**src/rtl/rps_n.sv**
```systemverilog
// rps_n: registered round-robin arbiter with a rotating priority pointer.
//
// Each enabled cycle the requester vector is scanned circularly starting at
// the priority pointer (count). The first asserted request wins, its grant is
// registered, and the pointer moves to the slot just past the winner, so the
// winner has the lowest priority in the next arbitration.
//
// Optional feature, selected at build time by the macro RPS_LOCK_EN:
//   defined   - a lock input is present; the current holder keeps the grant
//               (pointer frozen) while it asserts both lock and its request.
//   undefined - no lock port and no hold logic; arbitration every enabled cycle.
//
// Parameters:
//   NUM_REQ   number of requesters, power of two, 2..64
//   CW        derived pointer/index width, $clog2(NUM_REQ)
//
// Ports:
//   clock      in   single clock, all state updates on the rising edge
//   reset_n    in   synchronous active-low reset
//   en         in   arbitration enable; low drops the grant and holds count
//   req        in   request vector, bit i belongs to requester i
//   lock       in   holder asks to retain its grant (RPS_LOCK_EN only)
//   gnt        out  registered grant, one-hot or zero
//   gnt_valid  out  registered, high when gnt is nonzero
//   gnt_idx    out  registered binary index of the granted requester, 0 if none
//   count      out  registered priority pointer for the next arbitration
//
// All outputs come straight from flops; there is no input-to-output path.

module rps_n #(
  parameter int unsigned NUM_REQ = 8,
  localparam int unsigned CW = $clog2(NUM_REQ)
) (
  input  logic               clock,
  input  logic               reset_n,
  input  logic               en,
  input  logic [NUM_REQ-1:0] req,
`ifdef RPS_LOCK_EN
  input  logic               lock,
`endif
  output logic [NUM_REQ-1:0] gnt,
  output logic               gnt_valid,
  output logic [CW-1:0]      gnt_idx,
  output logic [CW-1:0]      count
);

  // Registered state.
  logic [NUM_REQ-1:0] gnt_q, gnt_d;
  logic               valid_q, valid_d;
  logic [CW-1:0]      idx_q, idx_d;
  logic [CW-1:0]      count_q, count_d;

  // Result of the circular scan.
  logic               win_found;
  logic [CW-1:0]      win_idx;
  logic [CW-1:0]      cand;

  // Circular priority scan starting at count_q. NUM_REQ is a power of two,
  // so adding the offset in CW bits wraps modulo NUM_REQ for free. The
  // found flag keeps the first (highest-priority) hit.
  always_comb begin
    win_found = 1'b0;
    win_idx   = '0;
    cand      = '0;
    for (int unsigned k = 0; k < NUM_REQ; k++) begin
      cand = count_q + CW'(k);
      if (!win_found && req[cand]) begin
        win_found = 1'b1;
        win_idx   = cand;
      end
    end
  end

`ifdef RPS_LOCK_EN
  // Hold only applies to an existing grant; lock with no grant is ignored.
  // Because the holder's request bit is part of the condition, dropping the
  // request releases the lock and normal arbitration happens the same cycle.
  logic hold;
  assign hold = en && lock && valid_q && req[idx_q];
`endif

  // Next-state selection. Defaults describe the idle result: no grant and
  // the pointer held.
  always_comb begin
    gnt_d   = '0;
    valid_d = 1'b0;
    idx_d   = '0;
    count_d = count_q;
`ifdef RPS_LOCK_EN
    if (hold) begin
      // Pointer already sits at holder+1, so it stays put during the hold.
      gnt_d   = gnt_q;
      valid_d = valid_q;
      idx_d   = idx_q;
    end else
`endif
    if (en && win_found) begin
      gnt_d[win_idx] = 1'b1;
      valid_d        = 1'b1;
      idx_d          = win_idx;
      count_d        = win_idx + CW'(1);
    end
  end

  // Reset overrides every input. Lock state needs no flop of its own: it is
  // implied by the registered grant, so clearing the grant clears the lock.
  always_ff @(posedge clock) begin
    if (!reset_n) begin
      gnt_q   <= '0;
      valid_q <= 1'b0;
      idx_q   <= '0;
      count_q <= '0;
    end else begin
      gnt_q   <= gnt_d;
      valid_q <= valid_d;
      idx_q   <= idx_d;
      count_q <= count_d;
    end
  end

  assign gnt       = gnt_q;
  assign gnt_valid = valid_q;
  assign gnt_idx   = idx_q;
  assign count     = count_q;

endmodule

```
**config.mk**
```make
export PLATFORM = sky130hd
export DESIGN_NAME = rps_n
export DESIGN_NICKNAME = d
export VERILOG_FILES = /design/src/rtl/rps_n.sv
export SDC_FILE = /design/constraint.sdc
export NUM_CORES = 1
export LEC_CHECK = 0
export CORE_MARGIN = 2
export CORE_UTILIZATION = 30
export DETAILED_ROUTE_END_ITERATION = 8
export PLACE_DENSITY = 0.55
export REMOVE_ABC_BUFFERS = 1
export SLEW_MARGIN = 5
export SYNTH_ARGS = -nofsm -noshare
export SYNTH_HDL_FRONTEND = slang
export SYNTH_SLANG_ARGS = --single-unit
```
**constraint.sdc**
```tcl
create_clock -name clock -period 3 [get_ports clock]
set_input_delay 0.6 -clock clock [delete_from_list [all_inputs] [get_ports clock]]
set_output_delay 0.6 -clock clock [all_outputs]
set_load 0.005 [all_outputs]
```
==> results.md <==
- **Compound-Gate Fraction of Synth Area** 19.95%
- **element type at the critical path start** flip-flop
- **outcome** finished, final reports clean
- **required time reported for the critical path endpoint** 3.13 ns
- **floorplan die area** 6062 um2
- **die outline width** 77.86 um
- **Sinks on Clock Net** 15
- **top cell type's share of synthesized area** 19.27%
- **Worst Path Max Fanout** 7
- **final count of pins violating max slew** 0
- **worst slew margin relative to its limit** 75.02%
- **final critical delay including setup and external delays** 2.796 ns
- **Antenna Cells** 0
- **number of design-rule violations left by the first detailed-router iteration** 113
- **Final Cycle Share** 93.19%
- **number of input and output port buffers inserted** 25
- **sum of overflow across all layers after global routing** 0
- **flop-to-flop setup slack** 0.20 ns
- **leakage power summed over all cells** 0.9710 nW
- **hold violation count in the final report** 0
- **largest cells by area after synthesis** sky130_fd_sc_hd__mux4_2 19%, sky130_fd_sc_hd__dfxtp_1 18%, sky130_fd_sc_hd__mux2i_1 12%
- **Pwr per Cell Area** 1072 nW/um2
- **pin slew with the least headroom to its limit** 0.3720 ns
- **effective utilization at floorplan** 31.64%
- **Post-CTS Hold Buffers** 0
- **biggest area consumer among synthesized cells** sky130_fd_sc_hd__mux4_2
- **Worst Hold Class** reg2reg
- **main combinational cell family by area after synthesis** multiplexers
- **DRC violation count after routing** 0
- **Worst Setup End Kind** flip-flop
- **via density per instance** 5.159
- **clock latency on the worst-skew pair** 0.24 ns
- **via count** 1,491
- **Crit Path Class** reg2reg
- **Distinct cells, synth** 54
- **final net count** 233
- **initial antenna violation count** 0
- **Synth Cell Area** 1637 um2
- **clock skew after layout** 0.002242 ns
- **area share of and/or/nand/nor cells after synthesis** 14.91%
- **via count of the first global-routing pass** 1,452
- **adder and majority gate portion of the synthesized area** 1.529%
- **drt wl/cell** 14.47 um
- **multiplexer area fraction after synthesis** 35.40%
- **depth of the worst register-to-register path** 12
- **sequential cell area fraction in the yosys report** 18.35%
- **Routability Congestion** 0.8324
- **placeable core area** 5172 um2
- **proportion of synthesized flip-flops having asynchronous set or reset** 0%
- **number of synthesis warnings** 0
- **critical path arrival** 2.92 ns
- **maximum number of pins on one net before global-route repair** 26
- **worst r2r src** count[1]$_SDFFE_PN0P_
- **CTS clk-pin slew, worst paths** 0.05 ns
- **CTS tree** built
- **worst r2r dst** count[0]$_SDFFE_PN0P_
- **CTS max path bufs** 2
- **vertical die dimension** 77.86 um
- **post-synthesis share of cell area spent on xor and xnor gates** 2.599%
- **half-perimeter wire length after detailed placement** 3228 um
- **most instantiated library cell after synthesis** sky130_fd_sc_hd__mux2i_1
- **number of placement rows** 26
- **area delta synth->final** 39.53%
- **predominant post-synthesis flop cell** sky130_fd_sc_hd__dfxtp_1
- **list of most frequent post-synthesis cells** 20 x sky130_fd_sc_hd__mux2i_1, 15 x sky130_fd_sc_hd__dfxtp_1, 14 x sky130_fd_sc_hd__mux4_2, 14 x sky130_fd_sc_hd__nor2_1, 12 x sky130_fd_sc_hd__inv_1
- **global-route total usage across every layer** 14.85%
- **first-pass GRT wire length** 7369 um
- **WHS** 0.6905 ns
- **Antenna Violating Nets Remaining** 0
- **Maximum Capacitance Violations** 0
- **FMAX** 357.7 MHz
- **final-report setup violation count** 0
- **Worst Setup EP** count[0]$_SDFFE_PN0P_
- **Seq cells post-synth** 15
- **critical path launch point** count[1]$_SDFFE_PN0P_
- **ratio of cells with drive above 1 in the final layout** 32.42%
- **number of detailed-route iterations in the first pass** 4
- **number of enable flip-flop cells after synthesis** 0
- **buffer cell driving the clock tree root** sky130_fd_sc_hd__clkbuf_8
- **Ports** 26
- **worst-case vdd ir drop** 375.6 uV
- **number of CTS-inserted buffers** 3
- **setup TNS after final layout** 0 ns
- **Post-Synthesis Mean Instance Area** 9.979 um2
- **H-Tree Level Count** 1
- **post-synthesis instance total** 164
- **wire length after detailed routing** 4183 um
-- power by group --
group	total [mW]	switching [mW]	internal [mW]
clock network	0.154	0.0602	0.0937
logic	2.03	0.972	1.06
registers	0.260	0.0177	0.242
-- registers in the layout (all words and copies together), names as in the netlist --
register   cells
gnt            8
count          3
gnt_idx        3
gnt_valid      1
-- per-layer routing --
metal,share of wire (%),vias up,wire [um],global-route usage [%]
met3,3.4,0,142,1.512
met5,0,-,0,0
li1,-,745,-,-
met2,48,21,2022,24.22
met4,0,0,0,1.607
met1,48,725,2017,21.81
-- worst min path at each step --
stage | slack [ns] | end | startpoint | cells past startpoint
after floorplan | 0.73 | count[0]$_SDFFE_PN0P_ | reset_n | 1
after global placement | 0.72 | count[2]$_SDFFE_PN0P_ | count[2]$_SDFFE_PN0P_ | 3
after detailed placement | 0.72 | count[2]$_SDFFE_PN0P_ | count[2]$_SDFFE_PN0P_ | 3
after CTS | 0.72 | count[2]$_SDFFE_PN0P_ | count[2]$_SDFFE_PN0P_ | 3
after global routing | 0.74 | count[1]$_SDFFE_PN0P_ | count[1]$_SDFFE_PN0P_ | 3
final | 0.69 | count[1]$_SDFFE_PN0P_ | count[1]$_SDFFE_PN0P_ | 3
-- cells in the final DEF (no fill, tap or decap), types with 3 or more instances in the layout --
master                            count
sky130_fd_sc_hd__a21oi_1              7
sky130_fd_sc_hd__buf_4               32
sky130_fd_sc_hd__clkbuf_8             3
sky130_fd_sc_hd__clkdlybuf4s50_1     17
sky130_fd_sc_hd__dfxtp_1             14
sky130_fd_sc_hd__dlymetal6s2s_1       8
sky130_fd_sc_hd__inv_1               12
sky130_fd_sc_hd__mux2i_1             20
sky130_fd_sc_hd__mux4_2              14
sky130_fd_sc_hd__nand2_1             10
sky130_fd_sc_hd__nand3_1              5
sky130_fd_sc_hd__nor2_1              14
sky130_fd_sc_hd__o211a_1              3
sky130_fd_sc_hd__o21ai_0              3
sky130_fd_sc_hd__o221ai_1             3
sky130_fd_sc_hd__o22ai_1              3
-- layout make-up --
| type | count | area (um2) |
|---|---|---|
| Fill cell | 493 | 2889 |
| Multi-Input combinational cell | 127 | 1231 |
| Timing Repair Buffer | 61 | 573.1 |
| Sequential cell | 15 | 301.5 |
| Tap cell | 70 | 87.58 |
| Clock buffer | 4 | 45.04 |
| Inverter | 12 | 45.04 |
-- kinds of logic after synthesis --
group,after synthesis
fa+ha+maj,2
simple gates,44
mux,38
xor+xnor,4
flops,15
buf+inv,22
compound gates,39
-- critical path, stage by stage, from the launching register on --
cell,delay [ns]
sky130_fd_sc_hd__dfxtp_1,0.35
sky130_fd_sc_hd__inv_1,0.09
sky130_fd_sc_hd__ha_4,0.31
sky130_fd_sc_hd__buf_6,0.15
sky130_fd_sc_hd__mux4_2,0.49
sky130_fd_sc_hd__mux2i_1,0.16
sky130_fd_sc_hd__a32o_2,0.18
sky130_fd_sc_hd__nand3b_1,0.12
sky130_fd_sc_hd__o211a_1,0.27
sky130_fd_sc_hd__nor3_4,0.25
sky130_fd_sc_hd__buf_4,0.15
sky130_fd_sc_hd__nand2_1,0.04
sky130_fd_sc_hd__o211a_1,0.12
-- stage by stage --
step                      cell area, um2  total power [mW]  std cells  worst slack [ns]  util (%)
after global placement              2188             2.250        284           -0.2369     42.31
after floorplan                     1563             1.548        154           -0.7622         -
after CTS                           2236             2.408        288           0.01815     43.23
final                               2283             2.448        289            0.2044     44.15
after global routing                2283             2.666        289         -0.002566     44.15
after detailed placement            2188             2.239        284           -0.2113     42.31
-- repair_timing --
item	in CTS	in global routing
hold endpoints to repair	0	0
pin swaps	0	4
buffers inserted	0	1
resized for setup	1	13
setup endpoints to repair	2	15
No activity file was read; power rests on OpenSTA's default activity.
